[src/rtl/sram_bank_arbiter_if.sv]
// Requester/bank signal bundle for sram_bank_arbiter.
// The arbiter uses the slave modport; requesters plus bank wrapper sit on the master modport.
interface sram_bank_arbiter_if #(
   parameter int N_REQ = 2,
   parameter int AW    = 11,
   parameter int DW    = 128
);
   localparam int BW = DW / 8;

   // Handshake: req_i[k] is a valid; gnt_o[k] is the ready, combinational in the same cycle.
   // A transfer happens on a cycle with req_i[k] && gnt_o[k]. The requester holds we/addr/wdata/be
   // stable from req rise until that cycle. rvalid_o[k] follows the transfer by exactly one cycle
   // (reads and writes) with no back-pressure; rdata_o is meaningful only for a read response.
   logic [N_REQ-1:0]      req_i;
   logic [N_REQ-1:0]      we_i;
   logic [N_REQ*AW-1:0]   addr_i;
   logic [N_REQ*DW-1:0]   wdata_i;
   logic [N_REQ*BW-1:0]   be_i;
   logic [N_REQ-1:0]      gnt_o;
   logic [N_REQ-1:0]      rvalid_o;
   logic [DW-1:0]         rdata_o;
   logic                  mem_en_o;
   logic                  mem_we_o;
   logic [AW-1:0]         mem_addr_o;
   logic [DW-1:0]         mem_wdata_o;
   logic [BW-1:0]         mem_be_o;
   logic [DW-1:0]         mem_rdata_i;
   logic                  init_done_o;
   logic                  dbg_state_o;

   modport slave (
      input  req_i, we_i, addr_i, wdata_i, be_i, mem_rdata_i,
      output gnt_o, rvalid_o, rdata_o, mem_en_o, mem_we_o, mem_addr_o,
             mem_wdata_o, mem_be_o, init_done_o, dbg_state_o
   );

   modport master (
      output req_i, we_i, addr_i, wdata_i, be_i, mem_rdata_i,
      input  gnt_o, rvalid_o, rdata_o, mem_en_o, mem_we_o, mem_addr_o,
             mem_wdata_o, mem_be_o, init_done_o, dbg_state_o
   );
endinterface

[src/rtl/sram_bank_arbiter.sv]
// Round-robin arbiter sharing one single-port SRAM bank between N_REQ OBI-style requesters.
// Optional zero-fill of the whole bank after reset is enabled by defining SRAM_ARB_INIT_EN.
module sram_bank_arbiter #(
   parameter int N_REQ = 2,
   parameter int AW    = 11,
   parameter int DW    = 128
) (
   input logic                clk,
   input logic                rst_n,
   sram_bank_arbiter_if.slave bus
);
   localparam int BW = DW / 8;
   localparam int PW = (N_REQ > 1) ? $clog2(N_REQ) : 1;

   typedef enum logic {
      ST_INIT = 1'b0,
      ST_RUN  = 1'b1
   } state_t;

   logic [PW-1:0]    r_rr_ptr;
   logic [N_REQ-1:0] r_rvalid;
   logic             w_arb_en;
   logic             w_found;
   logic [PW-1:0]    w_win;
   logic [PW:0]      w_idx;
   logic [N_REQ-1:0] w_gnt;
   logic             w_init_busy;
   logic [AW-1:0]    w_init_addr;
   logic             w_state_run;

`ifdef SRAM_ARB_INIT_EN
   state_t        r_state;
   logic [AW-1:0] r_init_cnt;
   logic          r_init_done;

   // init_done rises on the same edge that leaves INIT, i.e. the cycle after the last fill write.
   always_ff @(posedge clk or negedge rst_n) begin
      if (!rst_n) begin
         r_state     <= ST_INIT;
         r_init_cnt  <= '0;
         r_init_done <= 1'b0;
      end else begin
         case (r_state)
            ST_INIT: begin
               r_init_cnt <= r_init_cnt + 1'b1;
               if (r_init_cnt == {AW{1'b1}}) begin
                  r_state     <= ST_RUN;
                  r_init_done <= 1'b1;
               end
            end
            default: r_init_done <= 1'b1;
         endcase
      end
   end

   assign w_arb_en    = r_init_done;
   assign w_init_busy = !r_init_done;
   assign w_init_addr = r_init_cnt;
   assign w_state_run = (r_state == ST_RUN);
`else
   assign w_arb_en    = 1'b1;
   assign w_init_busy = 1'b0;
   assign w_init_addr = '0;
   assign w_state_run = (ST_RUN == ST_RUN);
`endif

   // Search order starts at the pointer and wraps; first active request wins.
   always_comb begin
      w_found = 1'b0;
      w_win   = '0;
      w_idx   = '0;
      for (int i = 0; i < N_REQ; i++) begin
         w_idx = {1'b0, r_rr_ptr} + (PW+1)'(i);
         if (w_idx >= (PW+1)'(N_REQ)) begin
            w_idx = w_idx - (PW+1)'(N_REQ);
         end
         if (!w_found && bus.req_i[w_idx[PW-1:0]]) begin
            w_found = 1'b1;
            w_win   = w_idx[PW-1:0];
         end
      end
   end

   always_comb begin
      w_gnt = '0;
      if (w_arb_en && w_found) begin
         w_gnt[w_win] = 1'b1;
      end
   end

   always_comb begin
      bus.mem_en_o    = 1'b0;
      bus.mem_we_o    = 1'b0;
      bus.mem_addr_o  = '0;
      bus.mem_wdata_o = '0;
      bus.mem_be_o    = '0;
      if (w_init_busy) begin
         bus.mem_en_o   = 1'b1;
         bus.mem_we_o   = 1'b1;
         bus.mem_addr_o = w_init_addr;
         bus.mem_be_o   = {BW{1'b1}};
      end else begin
         for (int k = 0; k < N_REQ; k++) begin
            if (w_gnt[k]) begin
               bus.mem_en_o    = 1'b1;
               bus.mem_we_o    = bus.we_i[k];
               bus.mem_addr_o  = bus.addr_i[k*AW +: AW];
               bus.mem_wdata_o = bus.wdata_i[k*DW +: DW];
               bus.mem_be_o    = bus.be_i[k*BW +: BW];
            end
         end
      end
   end

   always_ff @(posedge clk or negedge rst_n) begin
      if (!rst_n) begin
         r_rr_ptr <= '0;
         r_rvalid <= '0;
      end else begin
         r_rvalid <= w_gnt;
         if (|w_gnt) begin
            r_rr_ptr <= (w_win == PW'(N_REQ - 1)) ? '0 : w_win + 1'b1;
         end
      end
   end

   assign bus.gnt_o       = w_gnt;
   assign bus.rvalid_o    = r_rvalid;
   assign bus.rdata_o     = bus.mem_rdata_i;
   assign bus.init_done_o = w_arb_en;
   assign bus.dbg_state_o = w_state_run;

   a_gnt_onehot : assert property (@(posedge clk) disable iff (!rst_n) $onehot0(w_gnt));
   a_rvalid_onehot : assert property (@(posedge clk) disable iff (!rst_n) $onehot0(r_rvalid));
   a_no_gnt_in_init : assert property (@(posedge clk) disable iff (!rst_n) w_init_busy |-> (w_gnt == '0));
endmodule

[src/flat_wrapper.sv]
// flat-port wrapper written by rule: the top's interface ports become plain ports
module sram_bank_arbiter_flat 
#(
   parameter int N_REQ = 2,
   parameter int AW    = 11,
   parameter int DW    = 128
)
  (clk, rst_n, bus_req_i, bus_we_i, bus_addr_i, bus_wdata_i, bus_be_i, bus_mem_rdata_i, bus_gnt_o, bus_rvalid_o, bus_rdata_o, bus_mem_en_o, bus_mem_we_o, bus_mem_addr_o, bus_mem_wdata_o, bus_mem_be_o, bus_init_done_o, bus_dbg_state_o);
  sram_bank_arbiter_if #(.N_REQ(N_REQ), .AW(AW), .DW(DW)) bus_i ();
  input logic clk;
  input logic rst_n;
  input wire logic [$bits(bus_i.req_i)-1:0] bus_req_i;
  input wire logic [$bits(bus_i.we_i)-1:0] bus_we_i;
  input wire logic [$bits(bus_i.addr_i)-1:0] bus_addr_i;
  input wire logic [$bits(bus_i.wdata_i)-1:0] bus_wdata_i;
  input wire logic [$bits(bus_i.be_i)-1:0] bus_be_i;
  input wire logic [$bits(bus_i.mem_rdata_i)-1:0] bus_mem_rdata_i;
  output wire logic [$bits(bus_i.gnt_o)-1:0] bus_gnt_o;
  output wire logic [$bits(bus_i.rvalid_o)-1:0] bus_rvalid_o;
  output wire logic [$bits(bus_i.rdata_o)-1:0] bus_rdata_o;
  output wire logic [$bits(bus_i.mem_en_o)-1:0] bus_mem_en_o;
  output wire logic [$bits(bus_i.mem_we_o)-1:0] bus_mem_we_o;
  output wire logic [$bits(bus_i.mem_addr_o)-1:0] bus_mem_addr_o;
  output wire logic [$bits(bus_i.mem_wdata_o)-1:0] bus_mem_wdata_o;
  output wire logic [$bits(bus_i.mem_be_o)-1:0] bus_mem_be_o;
  output wire logic [$bits(bus_i.init_done_o)-1:0] bus_init_done_o;
  output wire logic [$bits(bus_i.dbg_state_o)-1:0] bus_dbg_state_o;
  assign bus_i.req_i = bus_req_i;
  assign bus_i.we_i = bus_we_i;
  assign bus_i.addr_i = bus_addr_i;
  assign bus_i.wdata_i = bus_wdata_i;
  assign bus_i.be_i = bus_be_i;
  assign bus_i.mem_rdata_i = bus_mem_rdata_i;
  assign bus_gnt_o = bus_i.gnt_o;
  assign bus_rvalid_o = bus_i.rvalid_o;
  assign bus_rdata_o = bus_i.rdata_o;
  assign bus_mem_en_o = bus_i.mem_en_o;
  assign bus_mem_we_o = bus_i.mem_we_o;
  assign bus_mem_addr_o = bus_i.mem_addr_o;
  assign bus_mem_wdata_o = bus_i.mem_wdata_o;
  assign bus_mem_be_o = bus_i.mem_be_o;
  assign bus_init_done_o = bus_i.init_done_o;
  assign bus_dbg_state_o = bus_i.dbg_state_o;
  sram_bank_arbiter #(.N_REQ(N_REQ), .AW(AW), .DW(DW)) u_core (.clk(clk), .rst_n(rst_n), .bus(bus_i));
endmodule
[config.mk]
export PLATFORM = sky130hd
export DESIGN_NAME = sram_bank_arbiter_flat
export DESIGN_NICKNAME = d
export VERILOG_FILES = /design/src/rtl/sram_bank_arbiter_if.sv /design/src/rtl/sram_bank_arbiter.sv /design/src/flat_wrapper.sv
export SDC_FILE = /design/constraint.sdc
export NUM_CORES = 1
export LEC_CHECK = 0
export BUFFER_PORTS_ARGS = -buffer_cell sky130_fd_sc_hd__buf_2
export CAP_MARGIN = 20
export CORE_AREA = 5 5 284 286
export DETAILED_ROUTE_END_ITERATION = 10
export DIE_AREA = 0 0 289 291
export GPL_TIMING_DRIVEN = 1
export PLACE_DENSITY = 0.3
export REMOVE_ABC_BUFFERS = 1
export SYNTH_ARGS = -nofsm -noshare
export SYNTH_HDL_FRONTEND = slang
export SYNTH_SLANG_ARGS = --single-unit
[constraint.sdc]
create_clock -name clk -period 1.55 [get_ports clk]
set_input_delay 0.155 -clock clk [delete_from_list [all_inputs] [get_ports clk]]
set_output_delay 0.155 -clock clk [all_outputs]
set_load 0.03 [all_outputs]
After elaboration in Yosys (flattened, before gate mapping)
Index checks and enable logic that the tools add are counted.
Widths: inputs -> output; s select.
- register bits after elaboration: 3
- word-level logic and storage cells: 40
- add/sub/neg operators: 4
- $lt $le $gt $ge: 6
- muxes and demuxes: 24
- reduce and logical (&&, ||, !) cells: 4
- operators by type and width (operator ; number):
    $mux 128 ; 2
    $mux 16 ; 2
    $mux 11 ; 2
    $mux 1 ; 16
    $lt 1x2->1 const B ; 3
    $add 1x1->2 const B ; 1
    $ge 1x2->1 const B ; 1
    $ge 2x2->1 const B ; 1
    $logic_and 1x1->1 ; 2
    $mux 2 ; 1
    $reduce_or 2->1 ; 1
    $sub 1x1->1 const B ; 2
    $add 1x1->1 const B ; 1
    $demux 1 s1 ; 1
    $ge 1x1->1 const B ; 1
    $logic_not 1->1 ; 1

Depth between registers and ports, before layout
Gate-level depths: netlist (run 1).
- depth in word-level cells: 15
- mapped depth: 5
- depth with buffers taken out: 2

Worst setup path before layout (run 1)
OpenSTA, ideal clock, no wires.
- path kind: register to output
- start: register u_core.r_rr_ptr
- end: output bus_mem_wdata_o[100]
- data arrival time: 1275 ps
- data required time: 1395 ps
- path slack: 120 ps
- stages on the path, launching flop included: 6
- buffers on the path: 3
- cell sequence: dfrtp_1 nand2b_1 buf_2 buf_6 buf_6 a32o_1
- longest elaborated chain between the ends: 15
- elaborated cells on any way between the ends: 25
- classes of those cells: add/sub (3); order compare (4); mux (15); reduce/logical (3)
- RTL lines (what ; RTL line ; source):
    start: declaration ; sram_bank_arbiter.sv:20 ; logic [PW-1:0] r_rr_ptr;
    start signal: assignment ; sram_bank_arbiter.sv:122 ; r_rr_ptr <= (w_win == PW'(N_REQ - 1)) ? '0 : w_win + 1'b1;
    $ge 1x2->1 or $sub 1x1->1 (tied branches) ; sram_bank_arbiter.sv:74, sram_bank_arbiter.sv:75 ;
    $mux 1 ; sram_bank_arbiter.sv:74 ; if (w_idx >= (PW+1)'(N_REQ)) begin
    $mux 1 (implied by the code) (2 in series) ; sram_bank_arbiter.sv:77 ; if (!w_found && bus.req_i[w_idx[PW-1:0]]) begin
    $mux 1 ; sram_bank_arbiter.sv:77 ;
    $logic_not 1->1 ; sram_bank_arbiter.sv:77 ;
    $logic_and 1x1->1 ; sram_bank_arbiter.sv:77 ;
    $mux 1 ; sram_bank_arbiter.sv:77 ;
    $lt 1x2->1 (implied by the code) or $ge 1x1->1 (tied branches) ; sram_bank_arbiter.sv:87 ; w_gnt[w_win] = 1'b1;
    $logic_and 1x1->1 (implied by the code) ; sram_bank_arbiter.sv:87 ;
    $mux 1 (implied by the code) ; sram_bank_arbiter.sv:87 ;
    $demux 1 s1 ; - ;
    $mux 2 (*) ; sram_bank_arbiter.sv:86 ; if (w_arb_en && w_found) begin
    $mux 128 ; sram_bank_arbiter.sv:104 ; if (w_gnt[k]) begin
    $mux 128 (*) ; sram_bank_arbiter.sv:104 ;
    end: declaration ; flat_wrapper.sv:24 ; output wire logic [$bits(bus_i.mem_wdata_o)-1:0] bus_mem_wdata_o;
Every way passes the cells marked *; elsewhere a longest branch is shown, timed or not. The select of a mux whose other input is x is not followed.

Final worst setup path (run 1)
- start: register u_core.r_rr_ptr
- end: output bus_mem_wdata_o[45]
Same word-level chain as after synthesis.

==> results.cfg, run 1 <==
[critical_path]
critPathKind = reg2out
cp-startpoint = u_core.r_rr_ptr$_DFFE_PN0P_
required_ps = 1390
reg2reg_depth = 4
max_stage_delay_ps = 420
cp_common_cell = buf_12
reg2reg_to = u_core.bus.rvalid_o[1]$_DFF_PN0_
crit_slowest_cell = dfrtp_2
r2r-start = u_core.r_rr_ptr$_DFFE_PN0P_
crit_end = bus_mem_wdata_o[45]
crit_chain = nand2b_4 -> buf_12 -> buf_16 -> a32o_2 -> buf_12
worstSetupStartpointType = flip-flop
endpoint_kind = output port
rrSetupSlack_ps = 310
critPathMaxFanout = 5
critPathArrivalTime_ps = 1730

[detailed_routing]
vias = 5377
post_drt_wl_per_cell_um = 30.4
drt_iter0_markers = 274
drcViolationCount = 0
antenna_left = 0
viasPerCell = 3.06
drt-total-wl_um = 53400
drtPass1Iterations = 4

[global_route]
grt_overflow_total = 0
antenna_found_initial = 27
grt_pass1_wl_um = 61900
grt_start_max_net_pins = 55
grt_use_total = 0.114
grt_pass1_vias = 5377

[timing]
hold_violations = 0
post-route-period-util = 1.21
min_period_ps = 1880
rsz0062_at_grt = true
fin_ws_ps = -332
slew_viol_final = 0
timing.hold.ws_ps = 273
fmax_mhz = 531
setup_total_negative_slack_ps = -41500
finalSetupViolCount = 158
skew_ps = 3.28

[logic_synthesis]
yosysUniqueCellTypes = 14
syn-cell-area_um2 = 3010
ys_seq_area_frac = 0.0249
avgSynthCellArea_um2 = 8.63
synth_warnings = 0
synth_top_area_share = 0.518
ys_seq_elements = 3
synth_area_leaders = a32o_1, buf_4, buf_6
synth_cells = 349
yosysTopAreaCell = a32o_1

[hold_path]
hp-class = in2async

[layout]
drive_above_1_share = 0.886
instances_no_fill = 1757
num-fill-cells = 9083
areaGrowthSynthToFinish_pct = 147
nets = 1145
final_core_util = 0.0955

[place]
dpl.hpwl_um = 40900
place_congestion = 0.784
portBuffers = 476
dp_cells = 1723

[floorplanning]
die_y_um = 291
dieArea_um2 = 84100
dieWidth_um = 289
fp.coreArea_um2 = 78100
start_util = 0.0386
row_count = 103
ioPinCount = 735

[flow_run]
maxCapViolCount = 0

[power_and_ir_drop]
ir_worst_vdd_mv = 0.280
finalPower_mw = 4.41
p_per_area_nw_per_um2 = 591
p_leak_nw = 3.50

[clock_network]
clock_latency_ps = 220
cts_root_buf = clkbuf_16
cts.path.max_buffers = 2
cts.clk_slew.worst_paths_ps = 30
cts_tree = done
htreeDepth = 1
cts.sinks = 3
cts_made_buffers = 3

[status]
violations = negative setup slack
status = finished, violations left
==> how the worst min path moves through the flow <==
stage / endpoint / slack (ps) / from / cells after the start
global route: u_core.bus.rvalid_o[1]$_DFF_PN0_ / 280 / rst_n / 2
global placement: u_core.bus.rvalid_o[0]$_DFF_PN0_ / -40 / rst_n / 1
finish: u_core.bus.rvalid_o[1]$_DFF_PN0_ / 270 / rst_n / 2
CTS: u_core.bus.rvalid_o[1]$_DFF_PN0_ / 270 / rst_n / 2
floorplan: u_core.bus.rvalid_o[0]$_DFF_PN0_ / -140 / rst_n / 0
detailed placement: u_core.bus.rvalid_o[1]$_DFF_PN0_ / -50 / rst_n / 1
==> registers in the layout (all words and copies together), names as in the netlist <==
register / count
u_core.bus.rvalid_o: 2
u_core.r_rr_ptr: 1
==> synth_stat cells <==
cell / instances
clkbuf_1: 13
o21ai_0: 1
inv_1: 1
a32o_1: 156
conb_1: 1
dfrtp_1: 3
and2_1: 1
nand2b_1: 1
or2_2: 1
a21boi_2: 1
buf_1: 1
buf_6: 14
buf_4: 139
buf_2: 16
==> worst max-delay path: cells and delay by family (launching register included) <==
family          cells  cell delay (ps)
flops               1              420
buf+inv             3              500
simple gates        1              240
compound gates      1              290
==> routing by layer <==
metal	track usage	vias up	wire length (um)
met5	0.0791	-	1060
met4	0.0148	36	1170
met3	0.119	86	11800
met2	0.146	771	18700
met1	0.128	2427	20700
li1	-	2057	-
==> metrics by stage <==
| step | setup slack (ps) | cell area, um^2 |
|---|---|---|
| floorplan | -3060 | 1680 |
| global placement | -224 | 5890 |
| detailed placement | -297 | 5890 |
| CTS | -353 | 7000 |
| global route | -377 | 7450 |
| finish | -332 | 7460 |
==> cell usage in the layout, fill, tap and decap left out, types with 5 or more instances in the layout <==
master,synthesis,final
buf_16,0,14
a32o_1,156,72
buf_4,139,32
buf_2,16,328
diode_2,0,7
a32o_2,0,84
buf_12,0,22
clkbuf_16,0,5
buf_6,14,128
==> layout make-up <==
class                      instances  area (um^2)  share of cell area
sequential                         3         76.3              0.0102
clock buffer                       4         78.8              0.0106
tap                             1050         1310               0.176
timing repair buffer             529         4240               0.569
multi-input combinational        163         1730               0.232
antenna                            7         17.5             0.00235
inverter                           1         3.75            0.000503
==> what timing repair did <==
action / CTS / global route
endpoints found under the setup margin: 158 / 158
cloned: 12 / 2
hold buffers: 1 / 0
setup buffers: 9 / 0
gates resized for setup: 217 / 202
pin swaps: 28 / 23
hold endpoints to repair: 3 / 0
==> cell families (layout without fill, tap and decap cells) <==
kind of cell,count (synthesis),count (layout),synth area share
buffers and inverters,184,534,0.444
flip-flops,3,3,0.0249
AND/OR/NAND/NOR,3,3,0.00623
AO/OA/AOI/OAI,158,158,0.524
other,1,9,0.00124
==> power by group <==
group          switching [mW]  internal (mW)
registers             0.00692         0.0880
clock network          0.0734          0.340
logic                    2.09           1.81
Note: power is estimated with default switching activity, not from simulation.
==> run 2, diff against run 1 <==
--- a/config.mk
+++ b/config.mk
@@ -10,7 +10,7 @@
 export CORE_AREA = 5 5 284 286
 export DETAILED_ROUTE_END_ITERATION = 10
 export DIE_AREA = 0 0 289 291
-export GPL_TIMING_DRIVEN = 1
+export MAX_ROUTING_LAYER = met4
 export PLACE_DENSITY = 0.3
 export REMOVE_ABC_BUFFERS = 1
 export SYNTH_ARGS = -nofsm -noshare
==> results.cfg, run 2 (synthesis gave the netlist of run 1 again) <==
[place]
dpl.hpwl_um = 40900
dp_cells = 1723
portBuffers = 476
placed_cell_area_um2 = 5890
place_congestion = 0.796

[critical_path]
reg2reg_to = u_core.bus.rvalid_o[1]$_DFF_PN0_
required_ps = 1390
critPathMaxFanout = 6
critPathKind = reg2out
r2r-start = u_core.r_rr_ptr$_DFFE_PN0P_
endpoint_kind = output port
crit_slowest_cell = dfrtp_2
worstSetupStartpointType = flip-flop
cp_common_cell = buf_12
reg2reg_depth = 4
max_stage_delay_ps = 420
crit_chain = nand2b_4 -> buf_12 -> buf_16 -> a32o_2 -> buf_12
rrSetupSlack_ps = 320
critPathArrivalTime_ps = 1720

[power_and_ir_drop]
p_leak_nw = 3.49
ir_worst_vdd_mv = 0.279
p_per_area_nw_per_um2 = 589

[clock_network]
clock_latency_ps = 220
htreeDepth = 1
cts.clk_slew.worst_paths_ps = 30
cts_made_buffers = 3
cts.sinks = 3
cts.path.max_buffers = 2
cts_tree = done
cts_root_buf = clkbuf_16

[detailed_routing]
drcViolationCount = 0
viasPerCell = 3.02
vias = 5344
drt-total-wl_um = 53600
post_drt_wl_per_cell_um = 30.3
drt_iter0_markers = 216
antenna_left = 0
drtPass1Iterations = 5

[layout]
areaGrowthSynthToFinish_pct = 148
final_core_util = 0.0959
layout_common_cells = buf_2, buf_6, a32o_2
num-fill-cells = 9079
nets = 1145
drive_above_1_share = 0.883
instances_no_fill = 1770
layout_commonest_cell = buf_2
largest_reg_flops = 2
stdcell_area_um2 = 7490

[timing]
slew_viol_final = 0
skew_ps = 3.30
rsz0062_at_grt = true
finalSetupViolCount = 158
min_period_ps = 1870
hold_violations = 0
fin_ws_ps = -325
setup_total_negative_slack_ps = -39670
post-route-period-util = 1.21
fmax_mhz = 533

[status]
violations = negative setup slack
status = finished, violations left

[floorplanning]
dieArea_um2 = 84100
die_y_um = 291
start_util = 0.0386
fp.coreArea_um2 = 78100
dieWidth_um = 289
ioPinCount = 735
row_count = 103

[global_route]
grt_pass1_wl_um = 62300
grt_start_max_net_pins = 55
antenna_found_initial = 30
grt_use_total = 0.118
grt_pass1_vias = 5321
grt_overflow_total = 0

[flow_run]
maxCapViolCount = 0

[hold_path]
hp-class = in2async
-- run 2: cell count changes in the layout (fill, tap and decap cells not counted), sizes merged --
| cell | before | now |
|---|---|---|
| diode | 7 | 20 |
-- run 2: where the power goes --
group / switching [mW] / internal [mW]
Combinational: 2.10 / 1.81
Clock: 0.0727 / 0.340
Sequential: 0.00692 / 0.0880
Total: 2.18 / 2.24
-- run 2: final cells by class --
class,count,area [um^2],share of cell area
sequential,3,76.3,0.0102
antenna,20,50.0,0.00669
tap,1050,1310,0.175
inverter,1,3.75,0.000501
multi-input combinational,163,1720,0.230
clock buffer,4,78.8,0.0105
timing repair buffer,529,4240,0.566
-- run 2: worst max-delay path by stage --
stage / endpoint / slack, ps / from / depth (start not counted)
2_1_floorplan: bus_mem_addr_o[0] / -3060 / u_core.r_rr_ptr$_DFFE_PN0P_ / 2
3_3_place_gp: bus_mem_wdata_o[70] / -220 / u_core.r_rr_ptr$_DFFE_PN0P_ / 4
3_5_place_dp: bus_mem_wdata_o[70] / -300 / u_core.r_rr_ptr$_DFFE_PN0P_ / 4
4_1_cts: bus_mem_wdata_o[15] / -350 / u_core.r_rr_ptr$_DFFE_PN0P_ / 7
5_1_grt: bus_mem_addr_o[10] / -380 / u_core.r_rr_ptr$_DFFE_PN0P_ / 5
6_report: bus_mem_wdata_o[45] / -320 / u_core.r_rr_ptr$_DFFE_PN0P_ / 5
-- run 2: critical path, delay by kind of cell (launching register included) --
kind            cells  cell delay, ps
buf+inv             3             490
flops               1             420
compound gates      1             290
simple gates        1             230
-- run 2: through the flow --
stage	hold WS [ps]	setup slack [ps]	power [mW]
global placement	-41.7	-224	3.04
floorplan	-141	-3060	1.63
finish	273	-325	4.41
detailed placement	-46.8	-297	3.03
CTS	269	-353	4.21
global route	279	-377	4.61
-- run 2: what timing repair did --
item,CTS,global route
pin swaps,28,24
hold endpoints to repair,3,0
endpoints found under the setup margin,158,158
hold buffers,1,0
cloned,12,2
setup buffers,9,0
resized for setup,217,200
-- run 2: layer usage --
| layer | GRT usage | wire length [um] |
|---|---|---|
| met1 | 0.134 | 21700 |
| met5 | - | 0 |
| met4 | 0.0109 | 940 |
| met3 | 0.121 | 11800 |
| met2 | 0.151 | 19200 |
